===== config.mk =====
export PLATFORM = sky130hd
export DESIGN_NAME = encoder_8to3_seq_flat
export DESIGN_NICKNAME = d
export VERILOG_FILES = /design/src/rtl/encoder_8to3_seq_if.sv /design/src/rtl/encoder_8to3_seq.sv /design/src/flat_wrapper.sv
export SDC_FILE = /design/constraint.sdc
export NUM_CORES = 1
export LEC_CHECK = 0
export ABC_AREA = 1
export BUFFER_PORTS_ARGS = -buffer_cell sky130_fd_sc_hd__clkbuf_2
export CAP_MARGIN = 20
export CORE_AREA = 10 10 51 53
export CTS_CLUSTER_SIZE = 24
export DETAILED_ROUTE_END_ITERATION = 8
export DIE_AREA = 0 0 61 63
export PLACE_DENSITY = 0.78
export RECOVER_POWER = 50
export SYNTH_ARGS = -nofsm -noshare
export SYNTH_HDL_FRONTEND = slang
export SYNTH_SLANG_ARGS = --single-unit

===== constraint.sdc =====
create_clock -name clk -period 1.7 [get_ports clk]
set_input_delay 0.17 -clock clk [delete_from_list [all_inputs] [get_ports clk]]
set_output_delay 0.17 -clock clk [all_outputs]
set_load 0.02 [all_outputs]

===== src/rtl/encoder_8to3_seq_if.sv =====
// Handshake bundle for encoder_8to3_seq: request word in, binary code out.
// master = upstream/consumer side, slave = the encoder.
interface encoder_8to3_seq_if;
  logic [7:0] in;
  logic       in_valid;
  logic       in_ready;
  logic [2:0] out;
  logic       out_valid;
  logic       out_ready;
  logic       out_last;

  modport master (
    output in, in_valid, out_ready,
    input  in_ready, out, out_valid, out_last
  );

  modport slave (
    input  in, in_valid, out_ready,
    output in_ready, out, out_valid, out_last
  );
endinterface


===== src/rtl/encoder_8to3_seq.sv =====
// Sequential 8-to-3 encoder: captures a multi-hot word and emits the index
// of each set bit, lowest first, one per output handshake.
// Optional macro ENC_ZERO_ERR_EN adds the zero_err pulse on all-zero captures.
module encoder_8to3_seq (
  input  logic                      clk,
  input  logic                      rst,
  input  logic                      enable,
  encoder_8to3_seq_if.slave         bus,
  output logic                      busy
`ifdef ENC_ZERO_ERR_EN
  ,
  output logic                      zero_err
`endif
);

  typedef enum logic {IDLE, DRAIN} state_t;

  state_t     r_state;
  logic [7:0] r_pending;
  logic [2:0] r_out;
  logic       r_out_valid;
  logic       r_out_last;
  logic       r_busy;
`ifdef ENC_ZERO_ERR_EN
  logic       r_zero_err;
`endif

  logic       w_in_ready;
  logic       w_capture;
  logic       w_pop;
  logic [7:0] w_next_pending;
  logic [2:0] w_next_idx;
  logic       w_next_last;

  function automatic logic [2:0] lowest_idx(input logic [7:0] p);
    logic [2:0] idx;
    logic       found;
    idx   = '0;
    found = 1'b0;
    for (int unsigned i = 0; i < 8; i++) begin
      if (p[i] && !found) begin
        idx   = 3'(i);
        found = 1'b1;
      end
    end
    return idx;
  endfunction

  // Handshake decode and the pending word after this edge; outputs are
  // registered from the next pending value so they track it cycle-for-cycle.
  always_comb begin
    w_in_ready     = (r_state == IDLE) && enable && !rst;
    w_capture      = bus.in_valid && w_in_ready;
    w_pop          = r_out_valid && bus.out_ready;
    w_next_pending = r_pending;
    if (w_capture)
      w_next_pending = bus.in;
    else if (w_pop)
      w_next_pending = r_pending & (r_pending - 8'd1);
    w_next_idx  = lowest_idx(w_next_pending);
    w_next_last = (w_next_pending != '0) &&
                  ((w_next_pending & (w_next_pending - 8'd1)) == '0);
  end

  // State, pending bits and registered outputs.
  always_ff @(posedge clk) begin
    if (rst) begin
      r_state     <= IDLE;
      r_pending   <= '0;
      r_out       <= '0;
      r_out_valid <= 1'b0;
      r_out_last  <= 1'b0;
      r_busy      <= 1'b0;
`ifdef ENC_ZERO_ERR_EN
      r_zero_err  <= 1'b0;
`endif
    end else begin
      r_pending   <= w_next_pending;
      r_state     <= (w_next_pending != '0) ? DRAIN : IDLE;
      r_out       <= w_next_idx;
      r_out_valid <= (w_next_pending != '0);
      r_out_last  <= w_next_last;
      r_busy      <= (w_next_pending != '0);
`ifdef ENC_ZERO_ERR_EN
      r_zero_err  <= w_capture && (bus.in == '0);
`endif
    end
  end

  assign bus.in_ready  = w_in_ready;
  assign bus.out       = r_out;
  assign bus.out_valid = r_out_valid;
  assign bus.out_last  = r_out_last;
  assign busy          = r_busy;
`ifdef ENC_ZERO_ERR_EN
  assign zero_err      = r_zero_err;
`endif

endmodule

===== src/flat_wrapper.sv =====
// flat-port wrapper written by rule: the top's interface ports become plain ports
module encoder_8to3_seq_flat 
  (clk, rst, enable, busy, bus_in, bus_in_valid, bus_out_ready, bus_in_ready, bus_out, bus_out_valid, bus_out_last);
  encoder_8to3_seq_if bus_i ();
  input  logic clk;
  input  logic rst;
  input  logic enable;
  output logic busy;
  input wire logic [$bits(bus_i.in)-1:0] bus_in;
  input wire logic [$bits(bus_i.in_valid)-1:0] bus_in_valid;
  input wire logic [$bits(bus_i.out_ready)-1:0] bus_out_ready;
  output wire logic [$bits(bus_i.in_ready)-1:0] bus_in_ready;
  output wire logic [$bits(bus_i.out)-1:0] bus_out;
  output wire logic [$bits(bus_i.out_valid)-1:0] bus_out_valid;
  output wire logic [$bits(bus_i.out_last)-1:0] bus_out_last;
  assign bus_i.in = bus_in;
  assign bus_i.in_valid = bus_in_valid;
  assign bus_i.out_ready = bus_out_ready;
  assign bus_in_ready = bus_i.in_ready;
  assign bus_out = bus_i.out;
  assign bus_out_valid = bus_i.out_valid;
  assign bus_out_last = bus_i.out_last;
  encoder_8to3_seq u_core (.clk(clk), .rst(rst), .enable(enable), .bus(bus_i), .busy(busy));
endmodule

==> metrics.csv <==
metric,value,unit
antenna violations before repair,0,
crit path cell chain,nor2_2 > nand3_2 > nand3_1 > nand2_2 > nor2_4 > nand2_2 > inv_2 > nand3_2 > a21oi_1,
Setup crit start kind,flop,
Final Cell Area,932,sq um
cts hold-fix bufs,0,
WP buf/inv,1,
# Post-CTS Setup Buffers,0,
WS Path Type,flop to flop,
share of cells above drive strength 1,27.8,%
maximum fanout along the worst path,6,
H-tree levels,1,
initial core utilization,47.7,%
root buffer cell,clkbuf_4,
Tcrit/Tclk final,90.5,%
Residual DRC,0,
area grow syn2layout,18.4,%
cell row count,15,
die area,3840,sq um
Post-synth EDFFs,0,
critical path's slowest cell,dfxtp_2,
outcome,"finished, final reports clean",
final setup violation count,0,
cell area after synthesis,787,sq um
vias in the first global route,792,
gpl congestion,0.930,
"Core Util, Final",56.4,%
crit-path max cell delay,350,ps
I/O pin count,20,
top_reg_cell synth,dfxtp_1,
first-pass GRT wire length,3.47,mm
grt total ovfl,0,
Worst setup EP type,flop,
DP Wirelength,1.54,mm
core footprint,1650,sq um
drt total wl,1.92,mm
sequential share of the synthesized area,33.1,%
TritonCTS clock tree,done,
1st-pass router iterations,4,
CTS sink count,13,
Gate Count Post-Synth,122,
drt via density,5.02,
dpl ws,89.8,ps
# diodes,0,
"Slew Viols, Final",0,
Setup WS post-layout,162,ps
WL/cell,11.9,um
mean post-synth cell area,6.45,sq um
Mapped Nets,135,
DRT antenna net count,0,
pwr/cell area,838,nW/um^2
setup TNS,0,ps
"CP delay by family, top",simple AND/OR/NAND/NOR gates,
placed inst area,900,sq um
clk slew on worst S/H paths,80,ps
Hold Crit Class,primary input to flop,
Max Freq,650,MHz
Rel. slew slack,82.4,%
worst slew pin tran,265,ps
clk buf depth,2,
post_cts resized,0,
final hold violation count,0,
RSZ-0062 raised after global routing,false,
synthesis warning total,0,
crit path DAT,1760,ps
routed vias,808,
clk_skew,1.27,ps
die width,61,um
register bit total from synthesis,13,
initial drt markers,21,
max-cap violations,0,
TritonCTS buffer count,3,
final layout net count,158,
Static Leak,0.466,nW
"Power, Total",0.781,mW
min Tclk post-route,1540,ps
post-synthesis cell type count,17,
Die Y,63,um
I/O Buffers,19,
Peak VDD IR,444,uV
Crit path required time,1920,ps
largest net degree at the start of global routing,13,
total track usage,11.0,%
asr flop ratio synth,0,%
worst-skew pair later-pin latency,280,ps
-- kinds of logic after synthesis --
family,count (synthesis),synth area share [%]
simple gates,79,50.2
buf+inv,20,10.0
flops,13,33.1
compound gates,10,6.68
-- per-layer routing --
| metal | part of all wire [%] | track usage (%) |
|---|---|---|
| met5 | 0 | 0 |
| met4 | 0.84 | 1.92 |
| met3 | 5.2 | 4.67 |
| met2 | 47 | 16.8 |
| met1 | 47 | 13.8 |
-- final timing paths --
path	start	to	slack, ps	cells after the start
worst max-delay path	u_core.bus.out_valid$_SDFF_PP0_	u_core.bus.out[1]$_SDFF_PP0_	160	9
worst min-delay path	bus_in[4]	u_core.r_pending[4]$_SDFF_PP0_	140	3
worst max register to register	u_core.bus.out_valid$_SDFF_PP0_	u_core.bus.out[1]$_SDFF_PP0_	160	9
worst min register to register	u_core.r_pending[4]$_SDFF_PP0_	u_core.r_pending[4]$_SDFF_PP0_	530	2
-- tightest hold or removal path: cells and delay by family --
family                 cells  cell delay, ps
buffers and inverters      1              80
AND/OR/NAND/NOR            1              70
AO/OA/AOI/OAI              1              60
-- cell type report --
class	instances	area [sq um]
fillers	175	719
clock buffers	4	26.3
flip-flops and latches	13	262
well taps	17	21.3
inverters	18	67.6
repair buffers	20	95.1
multi-input cells	89	460
-- cells in the mapped netlist (2+ instances only) --
cell type,instances,area [sq um]
nand2_1,34,128
inv_1,16,60.1
dfxtp_1,13,260
nor2_1,13,48.8
a21oi_1,8,40.0
nand3_1,8,40.0
nand2_2,6,37.5
nand4_1,6,37.5
nor2_4,4,45.0
nand3_2,3,30.0
nor2_2,3,18.8
inv_2,2,7.51
nor3_1,2,10.0
-- cell usage in the layout (no fill, tap or decap) --
cell and instances:
a21oi_2 1, inv_1 16, nor3_1 2, nand3_1 8, clkbuf_1 7, nor2_1 12, o21bai_2 1, inv_2 2
nand2_1 33, dfxtp_2 1, nand4_1 6, buf_4 1, nand3_2 3, a21oi_1 7, clkbuf_2 13, clkbuf_4 3
dfxtp_1 12, o21ai_0 1, nor2_2 4, nor2_4 4, nand2_2 7
-- metrics by stage --
step           std cells  hold WS, ps
6_report             161          136
2_1_floorplan        122          239
5_1_grt              161          141
4_1_cts              161          129
3_3_place_gp         157          437
3_5_place_dp         157          439
-- power by group --
group,switching [mW],leakage (nW),internal (mW)
Combinational,0.162,0.345,0.0794
Sequential,0.0144,0.106,0.329
Clock,0.105,0.0150,0.0913
Total,0.281,0.466,0.500
-- flip-flops by register name, indices dropped and copies added, names as in the netlist --
signal / count
u_core.r_pending: 8
u_core.bus.out: 3
u_core.bus.out_last: 1
u_core.bus.out_valid: 1
Power figures use the tool's default switching activity.
